==> src/rtl/dcache_load_responder.sv <==
// Direct-mapped, blocking, load-only data cache: same-cycle hit response, one outstanding miss.
// Optional feature macro DCACHE_FILL_FORWARD_EN: forward fill data to a matching request in the fill cycle.
module dcache_load_responder #(
  parameter  int NUM_LINES = 8,
  localparam int IDX_W     = $clog2(NUM_LINES)
) (
  input  logic        clock,
  input  logic        reset_n,
  input  logic        load_req,
  input  logic [24:0] load_addr,
  input  logic        flush,
  output logic [64:0] hit_data,
  output logic        mem_req_valid,
  output logic [21:0] mem_req_addr,
  input  logic        mem_req_ready,
  input  logic        mem_resp_valid,
  input  logic [63:0] mem_resp_data,
  output logic        busy,
  output logic [31:0] miss_count
);

  localparam int BLK_W = 22;
  localparam int OFS_W = 3;
  localparam int TAG_W = BLK_W - IDX_W;

  typedef enum logic [1:0] {S_IDLE, S_REQ, S_WAIT} state_e;

  state_e state, state_nxt;

  logic             line_valid [NUM_LINES];
  logic [TAG_W-1:0] line_tag   [NUM_LINES];
  logic [63:0]      line_data  [NUM_LINES];

  logic [BLK_W-1:0] pend_addr;
  logic [BLK_W-1:0] req_blk;
  logic [IDX_W-1:0] req_idx, pend_idx;
  logic [TAG_W-1:0] req_tag, pend_tag;
  logic             hit, fill, miss_start;
  logic             unused_ofs;

  // Byte offset within the 64-bit block never affects the lookup.
  assign req_blk    = load_addr[BLK_W+OFS_W-1:OFS_W];
  assign unused_ofs = ^load_addr[OFS_W-1:0];
  assign req_idx    = req_blk[IDX_W-1:0];
  assign req_tag    = req_blk[BLK_W-1:IDX_W];
  assign pend_idx   = pend_addr[IDX_W-1:0];
  assign pend_tag   = pend_addr[BLK_W-1:IDX_W];

  assign hit        = load_req && line_valid[req_idx] && (line_tag[req_idx] == req_tag);
  assign fill       = (state == S_WAIT) && mem_resp_valid;
  assign miss_start = (state == S_IDLE) && load_req && !hit && !flush;

  // NOTE: sequential state uses non-blocking (<=), combinational logic uses blocking (=).
  always_ff @(posedge clock) begin
    if (!reset_n) begin
      state <= S_IDLE;
    end else begin
      state <= state_nxt;
    end
  end

  always_comb begin
    // NOTE: default first so every path assigns state_nxt and no latch is inferred.
    state_nxt = state;
    case (state)
      S_IDLE:  if (miss_start)    state_nxt = S_REQ;
      S_REQ:   if (mem_req_ready) state_nxt = S_WAIT;
      S_WAIT:  if (mem_resp_valid) state_nxt = S_IDLE;
      default: state_nxt = S_IDLE;
    endcase
  end

  always_comb begin
    mem_req_valid = 1'b0;
    mem_req_addr  = '0;
    busy          = (state != S_IDLE);
    hit_data      = '0;
    if (state == S_REQ) begin
      mem_req_valid = 1'b1;
      mem_req_addr  = pend_addr;
    end
    if (hit) hit_data = {1'b1, line_data[req_idx]};
`ifdef DCACHE_FILL_FORWARD_EN
    if (fill && load_req && (req_blk == pend_addr)) hit_data = {1'b1, mem_resp_data};
`endif
  end

  // Flush clears everything, but an in-flight fill landing the same edge still installs.
  always_ff @(posedge clock) begin
    if (!reset_n) begin
      for (int i = 0; i < NUM_LINES; i++) line_valid[i] <= 1'b0;
    end else begin
      if (flush) begin
        for (int i = 0; i < NUM_LINES; i++) line_valid[i] <= 1'b0;
      end
      if (fill) line_valid[pend_idx] <= 1'b1;
    end
  end

  // NOTE: tag/data arrays are not reset; the valid bits alone qualify their contents.
  always_ff @(posedge clock) begin
    if (reset_n && fill) begin
      line_tag[pend_idx]  <= pend_tag;
      line_data[pend_idx] <= mem_resp_data;
    end
  end

  always_ff @(posedge clock) begin
    if (!reset_n) begin
      pend_addr  <= '0;
      miss_count <= '0;
    end else if (miss_start) begin
      pend_addr <= req_blk;
      if (miss_count != '1) miss_count <= miss_count + 32'd1;
    end
  end

endmodule

==> config.mk <==
export PLATFORM = sky130hd
export DESIGN_NAME = dcache_load_responder
export DESIGN_NICKNAME = d
export VERILOG_FILES = /design/src/rtl/dcache_load_responder.sv
export SDC_FILE = /design/constraint.sdc
export NUM_CORES = 1
export LEC_CHECK = 0
export ABC_AREA = 0
export BUFFER_PORTS_ARGS = -buffer_cell sky130_fd_sc_hd__buf_2
export CORE_ASPECT_RATIO = 0.9
export CORE_MARGIN = 2
export CORE_UTILIZATION = 59
export CTS_CLUSTER_SIZE = 8
export DETAILED_ROUTE_END_ITERATION = 12
export MAX_ROUTING_LAYER = met4
export PLACE_DENSITY_LB_ADDON = 0.1
export SLEW_MARGIN = 20
export SYNTH_ARGS = -nofsm -noshare
export SYNTH_HDL_FRONTEND = slang
export SYNTH_SLANG_ARGS = --single-unit
==> constraint.sdc <==
create_clock -name clock -period 9.2 [get_ports clock]
set_input_delay 0.92 -clock clock [delete_from_list [all_inputs] [get_ports clock]]
set_output_delay 0.92 -clock clock [all_outputs]
set_load 0.02 [all_outputs]
==> metrics.md <==
| Metric | Value |
|---|---|
| Outcome | complete, no violations |
| Synth Instances | 1483 |
| Worst rel slew slack | 0.278 |
| Fin Setup TNS | 0 ns |
| Worst-Margin Slew | 1.08 ns |
| Final ANT Viol Nets | 0 |
| Placed Cells | 2265 |
| First-pass GRT wire length | 91500 µm |
| Power after layout | 7.18 mW |
| Vias | 14871 |
| Syn avg cell area | 19.2 µm² |
| DR vias/cell | 6.11 |
| Worst EP arrival | 5.39 ns |
| Depth of the CTS H-tree | 3 |
| Most common cell on crit path | buf_4 |
| Starting Density | 0.596 |
| WS Path Type | in2out |
| Max Slew Vio Count | 0 |
| CTS resizes | 0 |
| Crit-path slowest cell | buf_4 |
| Fin crit share | 0.685 |
| Register bit total from synthesis | 728 |
| Wirelength per Cell | 24.8 µm |
| Dpl ws | 2.86 ns |
| Worst Clk Skew | 0.0181 ns |
| Die height | 213 µm |
| Largest net degree at the start of global routing | 74 |
| Post-Synthesis Cell Area | 0.0285 mm² |
| Non-Filler Instances | 2433 |
| Max stage delay on crit path | 0.80 ns |
| Setup bufs post-CTS | 0 |
| Most common cell after layout, fill and taps aside | edfxtp_1 |
| Commonest cells after routing, fill and taps aside | edfxtp_1, buf_2, mux4_2 |
| Final core utilization | 0.692 |
| Final setup margin | 2.89 ns |
| CP top delay family | buffers and inverters |
| Primary FF master, synth | edfxtp_1 |
| Crit Path Max Fanout | 73 |
| Final hold vios | 0 |
| Worst vdd ir | 0.000175 V |
| Crit path launch type | input pin |
| CTS Root Cell | clkbuf_16 |
| Routability cong. | 0.803 |
| First-pass iteration count of the detailed router | 5 |
| Worst hold-check path type | reg2reg |
| Post-synthesis sequential area ratio | 0.744 |
| Die Wd | 236 µm |
| CTS clk-pin slew, worst paths | 0.05 ns |
| Io pins | 216 |
| Post-route DRC | 0 |
| All-Layer GR Usage | 0.254 |
| Clock Path Buffers | 3 |
| Worst skew pair latency | 0.63 ns |
| Cell Chain, Critical Path | clkbuf_8, buf_4, mux2i_1, a22oi_1, and3_1, o22ai_1, or4_1, or3_4, buf_4, nor2_1, buf_2 |
| Routed wire length | 60300 µm |
| Synth warn | 0 |
| Critical path buffer and inverter count | 4 |
| Pwr Density | 217 mW/mm² |
| Minimum clock period | 6.31 ns |
| Port Buffer Count | 212 |
| CTS tree | built |
| Hold-fix buffers, CTS | 0 |
| Share of cells above drive strength 1 | 0.288 |
| P_leak | 11.4 nW |
| Worst Path Required | 8.28 ns |
| Async SR Flop Fraction | 0 |
| Post-synth EDFFs | 664 |
| Mapped Nets | 1579 |
| TritonCTS Buffers | 100 |
| Worst Setup End Kind | output pin |
| Row count | 76 |
| Vias in the first global route | 15201 |
| HPWL after DPL | 32800 µm |
| Clock sink count | 728 |
| Count of final setup violators | 0 |
| Initial antenna violation count | 14 |
| Unrepaired setup endpoints after global routing | false |
| Initial DRC Count | 1319 |
| Die ar. | 0.0501 mm² |
| Core footprint | 0.0478 mm² |
| Area grow syn2layout | 16.1% |
| Synth cell types | 50 |
| Maxcap violations | 0 |
| Total congestion overflow | 0 |
| Nets | 1839 |
| Maximum clock frequency | 159 MHz |
## kinds of logic after synthesis
kind of cell | after synthesis | synth area share
flip-flops | 728 | 0.744
AND/OR/NAND/NOR | 282 | 0.0506
buffers and inverters | 85 | 0.0145
multiplexers | 285 | 0.168
adder cells (fa/ha/maj) | 1 | 0.000439
XOR/XNOR | 13 | 0.00399
AO/OA/AOI/OAI | 89 | 0.0187
## per-layer routing
metal / part of all wire / vias up / global-route usage
met5: 0 / - / -
met4: 0.020 / 0 / 0.0806
met3: 0.074 / 100 / 0.0549
met2: 0.48 / 587 / 0.386
met1: 0.42 / 7654 / 0.352
li1: - / 6530 / -
## worst register-to-register path: stages, from the launching register on
cell	delay [ns]
edfxtp_1	0.36
mux4_2	0.47
mux2i_1	0.22
xnor2_1	0.14
nor4_1	0.41
nand4_1	0.32
or3_4	0.73
inv_6	0.40
nor3_1	0.20
a31o_2	0.28
## synth_stat cells, types with 6 or more instances
master | instances | share of area
nand2b_1 | 27 | 0.0059
mux4_2 | 154 | 0.12
o21ai_0 | 6 | 0.0011
a22oi_1 | 13 | 0.0034
a21oi_1 | 33 | 0.0058
and3_1 | 10 | 0.0022
edfxtp_1 | 664 | 0.70
buf_6 | 7 | 0.0028
clkbuf_1 | 38 | 0.0050
dfxtp_1 | 64 | 0.045
nor3_1 | 10 | 0.0018
nand3_1 | 34 | 0.0060
nand2_1 | 43 | 0.0057
a21o_1 | 8 | 0.0021
mux2i_1 | 131 | 0.046
xnor2_1 | 10 | 0.0031
buf_1 | 15 | 0.0020
nor2_1 | 81 | 0.011
buf_2 | 18 | 0.0032
and2_1 | 26 | 0.0057
o21ai_1 | 17 | 0.0030
nor4_1 | 6 | 0.0013
nand4_1 | 16 | 0.0035
## registers in the layout, indices dropped and copies added, names as in the netlist
signal,count
state,2
line_valid,8
line_tag,152
line_data,512
miss_count,32
pend_addr,22
## final cells by class
type	instances	area (µm²)
Clock buffer	151	2760
Tap cell	624	781
Multi-Input combinational cell	670	6940
Fill cell	3090	14700
Clock inverter	3	52.6
Antenna cell	14	35.0
Timing Repair Buffer	240	1300
Sequential cell	728	21200
Inverter	3	16.3
## through the flow
step / hold WS, ns / instance area [µm²]
floorplan: 0.421 / 28500
global placement: 0.428 / 30300
detailed placement: 0.439 / 30300
CTS: 0.450 / 33100
global route: 0.463 / 33100
finish: 0.450 / 33100
## power by group
| part | internal [mW] | switching, mW | total, mW |
|---|---|---|---|
| Clock | 2.03 | 1.26 | 3.29 |
| Sequential | 3.62 | 0.0131 | 3.63 |
| Combinational | 0.112 | 0.148 | 0.260 |
## path summary, 6_finish.rpt
kind                                           startpoint  cells after the start  slack (ns)                         end
worst max-delay path                         load_addr[4]                     11        2.89                hit_data[16]
worst min register to register      line_valid[6]$_DFF_P_                      1        0.45       line_valid[6]$_DFF_P_
worst min-delay path                line_valid[6]$_DFF_P_                      1        0.45       line_valid[6]$_DFF_P_
worst max register to register  line_tag[7][12]$_DFFE_PP_                      9        5.58  miss_count[2]$_SDFFE_PN0P_
Power figures use the tool's default switching activity.
